`src/rtl/clut_fade_ctrl.sv`:
```
// rtl/clut_fade_ctrl.sv - CLUT loader that streams a source palette through a brightness fade.
// Optional build macro CLUT_FADE_ROUND_EN selects round-to-nearest channel scaling.
module clut_fade_ctrl #(
    parameter int COLRW = 12,
    parameter int CIDXW = 4
) (
    input  logic             clk,
    input  logic             rst,
    input  logic             start,
    input  logic [4:0]       fade_level,
    output logic [CIDXW-1:0] src_addr,
    input  logic [COLRW-1:0] src_data,
    output logic             we,
    output logic [CIDXW-1:0] cidx_write,
    output logic [COLRW-1:0] colr_in,
    output logic             busy,
    output logic             done
);
    localparam int CHW = COLRW / 3;
    localparam int N   = 1 << CIDXW;
    localparam logic [CIDXW-1:0] LAST_IDX = CIDXW'(N - 1);

    typedef enum logic [1:0] {S_IDLE, S_RUN, S_FLUSH, S_DONE} state_t;

    state_t           state_q, state_d;
    logic [CIDXW-1:0] addr_q, addr_d;
    logic             vld_q, vld_d;
    logic [CIDXW-1:0] idx_q, idx_d;
    logic [4:0]       level_q, level_d;
    logic             we_q, we_d;
    logic [CIDXW-1:0] cidx_q, cidx_d;
    logic [COLRW-1:0] colr_q, colr_d;

    // Level never exceeds 16, so the CHW+5-bit product (plus rounding) cannot overflow.
    function automatic logic [CHW-1:0] scale_ch(input logic [CHW-1:0] ch, input logic [4:0] lvl);
        logic [CHW+4:0] prod;
        prod = {5'd0, ch} * {{CHW{1'b0}}, lvl};
`ifdef CLUT_FADE_ROUND_EN
        prod = prod + (CHW+5)'(8);
`endif
        return CHW'(prod >> 4);
    endfunction

    always_comb begin
        state_d = state_q;
        addr_d  = addr_q;
        vld_d   = 1'b0;
        idx_d   = idx_q;
        level_d = level_q;
        we_d    = 1'b0;
        cidx_d  = cidx_q;
        colr_d  = colr_q;

        case (state_q)
            S_IDLE: begin
                if (start) begin
                    state_d = S_RUN;
                    addr_d  = '0;
                    level_d = (fade_level > 5'd16) ? 5'd16 : fade_level;
                end
            end
            S_RUN: begin
                vld_d = 1'b1;
                idx_d = addr_q;
                if (addr_q == LAST_IDX) begin
                    state_d = S_FLUSH;
                end else begin
                    addr_d = addr_q + 1'b1;
                end
            end
            S_FLUSH: begin
                if (!vld_q) begin
                    state_d = S_DONE;
                end
            end
            S_DONE: begin
                state_d = S_IDLE;
            end
            default: begin
                state_d = S_IDLE;
            end
        endcase

        // vld_q marks the cycle in which src_data holds the entry addressed one cycle earlier.
        if (vld_q) begin
            we_d   = 1'b1;
            cidx_d = idx_q;
            colr_d = {scale_ch(src_data[COLRW-1 -: CHW], level_q),
                      scale_ch(src_data[2*CHW-1 -: CHW], level_q),
                      scale_ch(src_data[CHW-1:0], level_q)};
        end
    end

    always_ff @(posedge clk) begin
        if (rst) begin
            state_q <= S_IDLE;
            addr_q  <= '0;
            vld_q   <= 1'b0;
            idx_q   <= '0;
            level_q <= '0;
            we_q    <= 1'b0;
            cidx_q  <= '0;
            colr_q  <= '0;
        end else begin
            state_q <= state_d;
            addr_q  <= addr_d;
            vld_q   <= vld_d;
            idx_q   <= idx_d;
            level_q <= level_d;
            we_q    <= we_d;
            cidx_q  <= cidx_d;
            colr_q  <= colr_d;
        end
    end

    assign src_addr   = addr_q;
    assign we         = we_q;
    assign cidx_write = cidx_q;
    assign colr_in    = colr_q;
    assign busy       = (state_q == S_RUN) || (state_q == S_FLUSH);
    assign done       = (state_q == S_DONE);

endmodule

```
`config.mk`:
```
export PLATFORM = sky130hd
export DESIGN_NAME = clut_fade_ctrl
export DESIGN_NICKNAME = d
export VERILOG_FILES = /design/src/rtl/clut_fade_ctrl.sv
export SDC_FILE = /design/constraint.sdc
export NUM_CORES = 1
export LEC_CHECK = 0
export BUFFER_PORTS_ARGS = -buffer_cell sky130_fd_sc_hd__buf_2
export CAP_MARGIN = 0
export CELL_PAD_IN_SITES_DETAIL_PLACEMENT = 1
export CELL_PAD_IN_SITES_GLOBAL_PLACEMENT = 2
export CORE_ASPECT_RATIO = 1.4
export CORE_MARGIN = 1.5
export CORE_UTILIZATION = 34
export DETAILED_ROUTE_END_ITERATION = 7
export PLACE_DENSITY = 0.9
export SETUP_SLACK_MARGIN = 0.02
export SLEW_MARGIN = 20
export SYNTH_ARGS = -nofsm -noshare
export SYNTH_HDL_FRONTEND = slang
export SYNTH_SLANG_ARGS = --single-unit
```
`constraint.sdc`:
```
create_clock -name clk -period 3.85 [get_ports clk]
set_clock_uncertainty 0.1 [all_clocks]
set_input_delay 0.1925 -clock clk [delete_from_list [all_inputs] [get_ports clk]]
set_output_delay 0.1925 -clock clk [all_outputs]
set_load 0.01 [all_outputs]
```
Yosys cells after proc, flatten, opt, wreduce, memory -nomap -nowiden
Index checks and enable logic that the tools add are counted.
{"block": "op_classes", "addsub": 1, "n_mul": 3, "magnitude_cmp": 1, "eq_ne": 8, "muxes": 10, "n_reduce_logical": 6}
{"operator": "multiplier 4 x 5 -> 8 bit", "count": 3}
{"operator": "two-way mux 4 bit", "count": 2}
{"operator": "inequality test 2 bit, second input constant", "count": 4}
{"operator": "case mux 2 bit (4 select lines)", "count": 1}
{"operator": "case mux 4 bit (2 select lines)", "count": 1}
{"operator": "two-way mux 2 bit", "count": 3}
{"operator": "AND reduction 3 bit", "count": 2}
{"operator": "greater-than comparator 5 bit, second input constant", "count": 1}
{"operator": "two-way mux 5 bit", "count": 1}
{"operator": "adder 4 x 1 -> 4 bit, second input constant", "count": 1}
{"operator": "equality test 2 bit, second input constant", "count": 2}
{"operator": "equality test 4 bit, second input constant", "count": 1}
{"operator": "equality test 2 x 1 -> 1 bit, second input constant", "count": 1}
{"operator": "logical NOT 2 bit", "count": 1}
{"operator": "two-way mux 1 bit", "count": 2}
{"operator": "AND reduction 2 bit", "count": 1}
{"operator": "nonzero test 2 bit", "count": 1}
{"operator": "logical OR 1 bit", "count": 1}
{"block": "totals", "register_bits": 33, "in_bits": 20, "out_inout_bits": 23, "wordCells": 37}

Longest topological paths before layout
{"block": "logic_depth", "depth_word": 3, "ltp_mapped": 12, "mapped_depth_nobuf": 11}

Least setup slack after synthesis
OpenSTA, ideal clock, no wires.
{"block": "synth_path", "path_type": "register -> register", "start": "register level_q[1]", "end": "register colr_q[7], in the netlist colr_in[7]", "setup_ps": 132, "t_arrival_ps": 2759, "required_time_ps": 3618, "path_slack_ps": 859, "stages_incl_launch_ff": 13, "n_path_buf": 1, "period_less_slack_ps": 2991, "cell_sequence": "dfxtp_1 clkbuf_1 and2_1 fa_1 inv_1 fa_1 inv_1 ha_1 nand4_1 o211ai_2 a211oi_1 a41oi_1 a31oi_1"}
{"block": "synth_between", "elab_chain_cells": 1}
{"item": "from (decl)", "line_no": "29", "source": "logic [4:0] level_q, level_d;"}
{"item": "from (signal assigned)", "line_no": "109", "source": "level_q <= level_d;"}
{"item": "multiplier 4 x 5 -> 8 bit", "line_no": "37", "source": "prod = {5'd0, ch} * {{CHW{1'b0}}, lvl};"}
{"item": "to (signal assigned)", "line_no": "112", "source": "colr_q <= colr_d;"}
{"item": "to (decl)", "line_no": "32", "source": "logic [COLRW-1:0] colr_q, colr_d;"}
Every way passes these cells.
A chain may end at the register's enable or synchronous reset.

Worst setup path in the final report
Same ends and word-level chain as after synthesis.

==> reports/metrics.yaml <==
viasPerCell: 4.99
drive_above_1_share_pct: 16.2
rows: 37
cp.arrival_ns: 3.29
ys_ff_latch: 33
multiInputGateArea_um2: 1830
grt_util_met2_pct: 32.0
worstPathRequired_ns: 3.90
synthArstFlopShare_pct: 0
slew_headroom_pct: 34.5
cts_setup_buffers: 0
cts_tree: "built"
hold_path_end: "level_q[4]"
grt_overflow: 0
grt_max_degree: 31
crit_type: "reg -> reg"
critPathMaxFanout: 14
gr-usage-met3_pct: 2.47
seqCellArea_um2: 661
wl_per_cell_um: 14.8
drc: 0
hold_depth: 3
synth_edf_count: 0
final_util_pct: 40.9
avgSynthCellArea_um2: 8.76
cts.clk_slew.worst_paths_ns: 0.07
drt_pre_antenna_iters: 4
seq_area_frac_synth_pct: 25.1
power_w: 0.00120
area_delta_synth_final_pct: 15.4
end_kind: "flip-flop"
grt_use_met1_pct: 19.1
final-setup-viol-count: 0
r2r-start: "level_q[1]"
tightest_slew_ns: 0.981
fin_crit_ns: 3.24
die_area_um2: 8270
synth-main-ff-cell: "dfxtp_1"
grt_busiest_layer: "met2"
track_usage_pct: 17.1
max_freq_ghz: 0.308
crit_path_start_kind: "flip-flop"
via_count: 2177
initial_core_util_pct: 35.5
mostFrequentLayoutCells: "buf_2 (42), nand2_1 (41), ha_1 (33), dfxtp_1 (33), nor2_1 (27)"
synth.cell_area_um2: 2630
placed_cell_area_um2: 2920
max-vdd-ir-drop_mv: 0.338
hold_viol_final: 0
synthTopCellsByArea: "dfxtp_1 (25%), ha_1 (16%), fa_1 (11%)"
io_buffers: 42
wirelength_um: 6460
clock_sinks: 33
antenna_found_initial: 0
tns_ns: 0
hold_path_class: "in -> reg"
synth_cells: 300
clkLatencyLatePin_ns: 0.28
power_density_nw_per_um2: 397
fp.dieH_um: 107
fin_area_um2: 3030
p_leak_nw: 1.45
ctsResizeCount: 0
nets: 406
final_common_cell: "buf_2"
finalWeightedCongestion: 0.730
synth_top_area_cell: "dfxtp_1"
cts_max_path_buffers: 2
grt_pass1_vias: 2424
core_area_um2: 7410
root_buffer: "clkbuf_8"
io_pins: 43
ant_nets: 0
postCtsHoldBufs: 0
status: "completed"
synthesis.nets: 368
num_antenna_cells: 0
chipWidth_um: 77.3
maxCapViolations: 0
yosys_warnings: 0
yosysUniqueCellTypes: 30
hpwl_um: 5090
rsz0062_at_grt: "false"
maxSlewViolCount: 0
cts_buffers: 5
r2r_end: "colr_in[7]"
filler_cell_count: 911
hp-start: "start"
yosysTopAreaCellShare_pct: 25.1
cts_max_level: 2
period_share_pct: 84.2
dr.first_iter.drc_count: 61
r2r.worst_path.cells: 11
r2r_setup_slack_ns: 0.61
grt_pass1_wl_um: 11300
==> worst max-delay path by stage <==
stage	cells after the start	start	endpoint	slack (ns)
CTS	10	level_q[1]	colr_in[11]	0.58
global route	10	level_q[1]	colr_in[11]	0.34
finish	11	level_q[1]	colr_in[7]	0.61
floorplan	12	level_q[1]	colr_in[7]	0.86
detailed placement	10	level_q[1]	colr_in[11]	0.60
global placement	11	level_q[1]	colr_in[7]	0.69
==> kinds of logic after synthesis <==
kind of cell	synth area share (%)
compound gates	10.8
xor+xnor	4.67
fa+ha+maj	27.1
buf+inv	5.05
flops	25.1
mux	5.00
simple gates	22.2
==> per-layer routing <==
layer,vias up,part of all wire [%],wire (um)
met2,32,52,3380
met4,0,2.3,150
li1,1083,-,-
met5,-,0,0
met1,1052,42,2730
met3,10,3.1,200
==> cells in the mapped netlist, types with 5 or more instances <==
master    instances
nand2_1          41
dfxtp_1          33
ha_1             33
nor2_1           27
and2_1           24
inv_1            22
fa_1             15
mux2i_1          12
a21oi_1           9
xor2_1            8
a211oi_1          7
clkbuf_1          7
nand2b_1          7
nand4_1           7
xnor2_1           6
nand3_1           5
==> through the flow <==
step	std cells	hold slack (ns)	setup slack [ns]
after floorplan	300	0.254	0.859
after global placement	428	0.358	0.690
after detailed placement	428	0.366	0.599
after CTS	436	0.0961	0.580
after global routing	436	0.136	0.335
final	436	0.106	0.608
==> critical path, cell delays in order (launching register included) <==
cell      delay (ns)
dfxtp_1         0.45
and2_1          0.23
fa_1            0.53
inv_1           0.06
fa_1            0.53
inv_1           0.04
ha_1            0.34
nand4_1         0.14
o211ai_2        0.27
a211oi_1        0.13
a41oi_1         0.19
a31oi_1         0.10
==> layout make-up <==
class                   count  share of cell area [%]
multi-input cells         233                    60.5
clock inverters             1                   0.990
flip-flops and latches     33                    21.8
well taps                  97                    4.00
inverters                  22                    2.72
repair buffers             43                    7.18
clock buffers               7                    2.85
==> registers in the layout, indices dropped and copies added, names as in the netlist <==
name and flops:
src_addr 4, colr_in 12, we 1, idx_q 4
vld_q 1, state_q 2, cidx_write 4, level_q 5
==> power by group <==
group	internal, W	leakage, nW	switching, W
sequential	0.000374	0.267	0.0000643
clock	0.000211	0.0585	0.000129
combinational	0.000181	1.13	0.000244
(Power assumes the default switching activity.)
